==> config.mk <==
export PLATFORM = sky130hd
export DESIGN_NAME = matrix_scan
export DESIGN_NICKNAME = d
export VERILOG_FILES = /design/src/rtl/matrix_scan.sv
export SDC_FILE = /design/constraint.sdc
export NUM_CORES = 1
export LEC_CHECK = 0
export CORE_ASPECT_RATIO = 0.75
export CORE_MARGIN = 2
export CORE_UTILIZATION = 57
export DETAILED_ROUTE_END_ITERATION = 10
export PLACE_DENSITY = 0.88
export SLEW_MARGIN = 20
export SYNTH_ARGS = -nofsm -noshare
export SYNTH_HDL_FRONTEND = slang
export SYNTH_SLANG_ARGS = --single-unit
export TNS_END_PERCENT = 5
==> constraint.sdc <==
create_clock -name clk_100M -period 2.75 [get_ports clk_100M]
set_clock_uncertainty 0.2 [all_clocks]
set_input_delay 0.6875 -clock clk_100M [delete_from_list [all_inputs] [get_ports clk_100M]]
set_output_delay 0.6875 -clock clk_100M [all_outputs]
set_load 0.01 [all_outputs]
==> src/rtl/matrix_scan.sv <==
// 4x4 keyboard matrix scanner: walks active-low rows, samples synchronised columns,
// and debounces the 16-bit active-low key map over whole scan frames.
module matrix_scan #(
    parameter int CLK_DIV    = 100000,
    parameter int DEBOUNCE_N = 4
) (
    input  logic        clk_100M,
    input  logic        rst_p,
    input  logic [3:0]  col,
    output logic [3:0]  row,
    output logic [15:0] key_num,
    output logic        en
);

    localparam int              DIV_W    = (CLK_DIV > 1) ? $clog2(CLK_DIV) : 1;
    localparam logic [DIV_W-1:0] DIV_LAST = DIV_W'(CLK_DIV - 1);
    localparam logic [3:0]       DEB_N    = 4'(DEBOUNCE_N);

    logic [3:0]       col_m;
    logic [3:0]       col_s;
    logic [DIV_W-1:0] div;
    logic [1:0]       row_idx;
    logic [11:0]      frame;
    logic [15:0]      cand;
    logic [3:0]       stable_cnt;

    logic             tick;
    logic [15:0]      frame_full;
    logic [3:0]       cnt_next;

    assign tick       = (div == DIV_LAST);
    // Row 3 is never stored; its columns are taken live at the closing tick.
    assign frame_full = {col_s, frame};

    always_comb begin
        cnt_next = 4'd1;
        if (frame_full == cand) begin
            cnt_next = (stable_cnt == 4'hF) ? 4'hF : stable_cnt + 4'd1;
        end
    end

    always_ff @(posedge clk_100M) begin
        if (rst_p) begin
            col_m      <= 4'hF;
            col_s      <= 4'hF;
            div        <= '0;
            row_idx    <= 2'd0;
            row        <= 4'b1110;
            frame      <= 12'hFFF;
            cand       <= 16'hFFFF;
            stable_cnt <= 4'd0;
            key_num    <= 16'hFFFF;
            en         <= 1'b0;
        end else begin
            col_m <= col;
            col_s <= col_m;
            en    <= 1'b0;

            if (tick) begin
                div     <= '0;
                row_idx <= row_idx + 2'd1;
                row     <= {row[2:0], row[3]};
                case (row_idx)
                    2'd0:    frame[3:0]  <= col_s;
                    2'd1:    frame[7:4]  <= col_s;
                    2'd2:    frame[11:8] <= col_s;
                    default: begin
                        if (frame_full != cand) cand <= frame_full;
                        stable_cnt <= cnt_next;
                        if (cnt_next >= DEB_N) key_num <= frame_full;
                        en <= 1'b1;
                    end
                endcase
            end else begin
                div <= div + DIV_W'(1);
            end
        end
    end

endmodule

==> results of run 1 <==
per-layer routing:
| layer | up-vias | track usage (%) |
|---|---|---|
| met5 | - | 0 |
| met4 | 0 | 7.30 |
| met3 | 12 | 9.06 |
| met2 | 56 | 32.8 |
| met1 | 1153 | 27.9 |
| li1 | 1198 | - |
report_power, final:
part / total [mW] / internal (mW) / switching, mW
Clock: 0.997 / 0.585 / 0.412
Combinational: 0.0563 / 0.0223 / 0.0340
Sequential: 1.17 / 1.17 / 0.00842
Total: 2.23 / 1.77 / 0.455
cell usage in the layout, fill, tap and decap left out, types with 4 or more instances in the layout:
cell             count
a21oi_1              5
nor2b_1              4
clkbuf_8            12
nand3_1              7
xnor2_1             23
clkdlybuf4s50_1     25
nand2_1             11
a211o_1             15
dfxtp_1             80
nand4_1              8
and3_1              17
or2_2               11
mux2i_1             33
ha_1                 6
xor2_1               9
nor2_1              72
stage by stage:
stage	power [mW]	instance area (sq um)	instances	util, %	setup WS [ns]
floorplan	1.24	3310	339	-	0.666
global placement	1.26	3620	430	63.4	0.579
detailed placement	1.26	3620	430	63.4	0.471
CTS	2.25	3860	446	67.6	0.409
global route	2.30	3860	446	67.6	0.254
finish	2.23	3860	446	67.6	0.427
final cells by class:
type                       instances  area share (%)
multi-input combinational        239            41.7
sequential                        80            41.5
timing repair buffer              30            7.72
clock buffer                      12            4.28
tap                               78            2.53
clock inverter                     4            1.95
inverter                           3           0.292
sequential cells by signal, indices dropped and copies added (netlist names):
signal,count
frame,12
col_s,4
key_num,16
cand,16
row_idx,2
stable_cnt,4
div,17
row,4
en,1
col_m,4
worst reg2reg max path: stages (launching register included):
cell and delay, ns:
dfxtp_1 0.38, ha_1 0.26, and4_1 0.27, and4_1 0.26, and2_1 0.30, nand3_4 0.31, mux2i_1 0.23
cell families (layout without fill, tap and decap cells):
kind of cell             after synthesis  in the layout  synth area share (%)
XOR/XNOR                              32             32                  8.47
AND/OR/NAND/NOR                      143            143                  22.1
AO/OA/AOI/OAI                         25             25                  5.78
multiplexers                          33             33                  9.98
buffers and inverters                 20             49                  3.02
flip-flops                            80             80                  48.4
adder cells (fa/ha/maj)                6              6                  2.27
synth_stat cells, types with 3 or more instances:
cell,count
a211o_1,15
a21oi_1,5
and3_1,17
clkbuf_1,11
dfxtp_1,80
ha_1,6
inv_1,3
mux2i_1,33
nand2_1,11
nand3_1,7
nand4_1,8
nor2_1,72
nor2b_1,4
or2_2,11
xnor2_1,23
xor2_1,9
worst max-delay path by stage:
stage	startpoint	to	slack, ns
6_report	div[0]$_SDFF_PP0_	key_num[13]$_SDFFE_PP1P_	0.43
5_1_grt	div[0]$_SDFF_PP0_	key_num[13]$_SDFFE_PP1P_	0.25
4_1_cts	div[0]$_SDFF_PP0_	key_num[15]$_SDFFE_PP1P_	0.41
3_5_place_dp	div[0]$_SDFF_PP0_	key_num[13]$_SDFFE_PP1P_	0.47
3_3_place_gp	col_s[1]$_SDFF_PP1_	key_num[9]$_SDFFE_PP1P_	0.58
2_1_floorplan	div[0]$_SDFF_PP0_	cand[0]$_SDFFE_PP1P_	0.67
==> impl_metrics.json, run 1 <==
{
  "setup.worst_path.class": "flip-flop to flip-flop",
  "cts_buffers": 9,
  "path_clk_slew_ns": 0.08,
  "synth_cell_type_count": 35,
  "grt_overflow": 0,
  "finalCriticalPeriod_ns": 2.32,
  "r2r-end": "key_num[13]$_SDFFE_PP1P_",
  "critPathCaptureType": "flip-flop",
  "cpMostUsedCell": "and4_1",
  "place_congestion": 0.803,
  "cp.required_ns": 2.79,
  "cts_root_buf": "clkbuf_8",
  "cts_tree": "done",
  "yosys_register_bits": 80,
  "path_cells": "ha_1 -> and4_1 -> and4_1 -> and2_1 -> nand3_4 -> mux2i_1",
  "core_area_sq_um": 5710,
  "cp.depth": 6,
  "fin_nets": 375,
  "port_buffers": 26,
  "synth_fp_nets": 351,
  "tightest_slew_ns": 0.583,
  "syn_area_per_cell_sq_um": 9.77,
  "yosysSeqAreaShare_pct": 48.4,
  "netlist_instances": 339,
  "drtIter0Drc": 196,
  "post_cts_resized": 0,
  "diodes": 0,
  "hold_ws_ns": 0.209,
  "synth_flop_cell": "dfxtp_1",
  "drive_above_1_share_pct": 9.78,
  "power.density_nw_per_um2": 578,
  "grt_pass1_vias": 2300,
  "ir_worst_vdd_mv": 0.445,
  "setup_viol": 0,
  "ctsHtreeMaxLevel": 3,
  "hold_path_end": "col_s[0]$_SDFF_PP1_",
  "critPathMaxFanout": 16,
  "power_leakage_nw": 1.57,
  "cp_slowest_cell": "dfxtp_1",
  "clkSinkCount": 80,
  "dr.pass1.iters": 4,
  "top_layer": "met4",
  "report.final.hold_viol_count": 0,
  "rows": 24,
  "cp_data_arrival_time_ns": 2.36,
  "vias": 2419,
  "postCtsSetupBuffers": 0,
  "synthTopCellsByArea": "dfxtp_1 (48%), mux2i_1 (10%), nor2_1 (8.2%)",
  "worstHoldPathCells": 1,
  "r2r_start": "div[0]$_SDFF_PP0_",
  "clk_latency_ns": 0.35,
  "die_h_microns": 70,
  "ff_latch_area_sq_um": 1600,
  "synth_top_cell_by_area": "dfxtp_1",
  "die_x_microns": 92,
  "drc": 0,
  "drv_slew": 0,
  "hold_class": "flip-flop to flip-flop",
  "path_delay_family": "simple AND/OR/NAND/NOR gates",
  "grt_pass1_wl_microns": 10900,
  "min_from": "col_m[0]$_SDFF_PP1_",
  "timing.final.crit_share_pct": 84.5,
  "path_buf_inv": 0,
  "max-cap-violations": 0,
  "start_kind": "flip-flop",
  "antenna_found_initial": 0,
  "routed_wl_microns": 6400,
  "synth_top_area_share_pct": 48.4,
  "wl_met1_microns": 3010,
  "ff2ff_setup_slack_ns": 0.43,
  "ant_nets": 0,
  "grt_util_all_layers_pct": 21.6,
  "synth-warning-count": 0,
  "dr_wl_met3_microns": 363,
  "cts_hold_buf": 0,
  "die_area_sq_um": 6440,
  "start_util_pct": 58.0,
  "areaGrowthSynthToFinish_pct": 16.5,
  "wl_met2_microns": 2930,
  "grt_max_degree": 50,
  "vias_per_cell": 5.42,
  "status": "finished clean",
  "wl_per_cell_microns": 14.3,
  "synth-async-reset-ratio_pct": 0,
  "max_freq_mhz": 430,
  "slew_headroom_pct": 60.8,
  "worstRegToRegCells": 6,
  "nFillCells": 429,
  "dp_hpwl_microns": 4240,
  "io_pins": 27,
  "clock_path_buffers": 2,
  "synth_edf_count": 0,
  "multi_input_area_sq_um": 1610,
  "max_stage_delay_ns": 0.38,
  "rsz0062_at_grt": "false",
  "netlist_area_sq_um": 3310,
  "fin_setup_tns_ns": 0
}
(Power assumes the default switching activity.)
==> run 2, diff against run 1 <==
==> constraint.sdc (replaced) <==
create_clock -name clk_100M -period 2.3 [get_ports clk_100M]
set_clock_uncertainty 0.2 [all_clocks]
set_input_delay 0.575 -clock clk_100M [delete_from_list [all_inputs] [get_ports clk_100M]]
set_output_delay 0.575 -clock clk_100M [all_outputs]
set_load 0.01 [all_outputs]
==> run 2 against run 1 <==
Against the previous run:
- flip-flop and latch count is the same
- die area is the same
- utilization grew 0.37 points
- worst setup slack lost 0.23 ns
- largest cell class unchanged
- largest power group unchanged
- highest routed layer unchanged
==> impl_metrics.json, run 2 (synthesis gave the netlist of run 1 again) <==
{
  "max-cap-violations": 0,
  "dr.pass1.iters": 4,
  "clkSinkCount": 80,
  "die_area_sq_um": 6440,
  "wl_per_cell_microns": 13.6,
  "cts_root_buf": "clkbuf_8",
  "max_freq_mhz": 475,
  "setup_viol": 0,
  "grt_max_degree": 57,
  "setup.worst_path.class": "flip-flop to flip-flop",
  "clock_path_buffers": 2,
  "layout_common_cells": "dfxtp_1 (80), nor2_1 (72), mux2i_1 (33), clkdlybuf4s50_1 (25), xnor2_1 (23)",
  "hold_ws_ns": 0.212,
  "ctsHtreeMaxLevel": 3,
  "dp_hpwl_microns": 4030,
  "power_mw": 2.50,
  "p_clk_share_pct": 40.8,
  "max_flop_register": "div",
  "cp.required_ns": 2.37,
  "pwr-share-seq_pct": 56.2,
  "report.final.hold_viol_count": 0,
  "cts_tree": "done",
  "rows": 24,
  "tightest_slew_ns": 0.476,
  "rsz0062_at_grt": "false",
  "grt_util_all_layers_pct": 20.7,
  "fin_setup_tns_ns": 0,
  "cts_buffers": 9,
  "place_congestion": 0.761,
  "start_kind": "flip-flop",
  "vias_per_cell": 5.29,
  "path_clk_slew_ns": 0.08,
  "routed_wl_microns": 6140,
  "areaGrowthSynthToFinish_pct": 17.2,
  "ant_nets": 0,
  "slew_headroom_pct": 68.0,
  "antenna_found_initial": 0,
  "grt_pass1_wl_microns": 10300,
  "die_h_microns": 70,
  "power.density_nw_per_um2": 644,
  "status": "finished clean",
  "drv_slew": 0,
  "fin_ws_ns": 0.194,
  "port_buffers": 26,
  "finalCriticalPeriod_ns": 2.11,
  "core_area_sq_um": 5710,
  "layout_commonest_cell": "dfxtp_1",
  "swShare_pct": 22.0,
  "p_int_mw": 1.95,
  "grt_overflow": 0,
  "fin_nets": 380,
  "cp_data_arrival_time_ns": 2.18,
  "p_switching_mw": 0.550,
  "drtIter0Drc": 143,
  "utilization_pct": 68.0,
  "reg.largest.list": "div (17), cand (16), key_num (16)",
  "drive_above_1_share_pct": 11.3,
  "power_leakage_nw": 1.57,
  "clk_latency_ns": 0.36,
  "die_x_microns": 92,
  "hold_class": "flip-flop to flip-flop",
  "p_comb_share_pct": 3.0,
  "timing.final.crit_share_pct": 91.6,
  "critPathMaxFanout": 16,
  "critPathCaptureType": "flip-flop",
  "drc": 0,
  "io_pins": 27,
  "vias": 2381,
  "largest_reg_flops": 17,
  "place_ws_ns": -0.00359,
  "ir_worst_vdd_mv": 0.475,
  "start_util_pct": 58.0,
  "grt_pass1_vias": 2244,
  "diodes": 0
}
## run 2: power groups by stage
stage               clock network, mW  registers, mW  logic (mW)
floorplan                           0           1.43      0.0497
global placement                    0           1.44      0.0720
detailed placement                  0           1.44      0.0735
CTS                              1.04           1.40      0.0743
global route                     1.10           1.41      0.0807
finish                           1.02           1.40      0.0745
## run 2: final timing paths
path	startpoint	endpoint	slack (ns)	depth (start not counted)
worst min-delay path	col_m[0]$_SDFF_PP1_	col_s[0]$_SDFF_PP1_	0.21	1
worst max-delay path	div[0]$_SDFF_PP0_	key_num[7]$_SDFFE_PP1P_	0.19	7
worst max register to register	div[0]$_SDFF_PP0_	key_num[7]$_SDFFE_PP1P_	0.19	7
worst min register to register	col_m[0]$_SDFF_PP1_	col_s[0]$_SDFF_PP1_	0.21	1
## run 2: per-stage QoR
stage / instances / area, sq um
2_1_floorplan: 339 / 3310
3_3_place_gp: 433 / 3640
3_5_place_dp: 433 / 3640
4_1_cts: 449 / 3860
5_1_grt: 450 / 3880
6_report: 450 / 3880
## run 2: repair_timing
item / CTS / global route
setup endpoints to repair: 6 / 17
pin swaps: 2 / 1
hold buffers: 0 / 0
endpoints found under the hold margin: 0 / 0
resized for setup: 1 / 1
buffers inserted: 1 / 1
## run 2: layout make-up
cell class	instances	area (sq um)
clock buffers	10	138
well taps	78	97.6
repair buffers	35	360
inverters	3	11.3
flip-flops and latches	80	1600
fillers	425	1830
multi-input cells	239	1610
clock inverters	5	57.6
## run 2: routing by layer
metal	part of all wire, %	up-vias	GRT usage, %
li1	-	1209	-
met1	48	1113	26.7
met2	46	53	31.2
met3	4.9	6	8.09
met4	1.3	0	8.13
met5	0	-	0
## run 2: critical path, cell delays in order, from the launching register on
cell	delay, ns
dfxtp_1	0.38
ha_2	0.23
and4_1	0.23
and4_1	0.25
and2_2	0.26
nand3_4	0.10
buf_12	0.17
mux2i_1	0.19
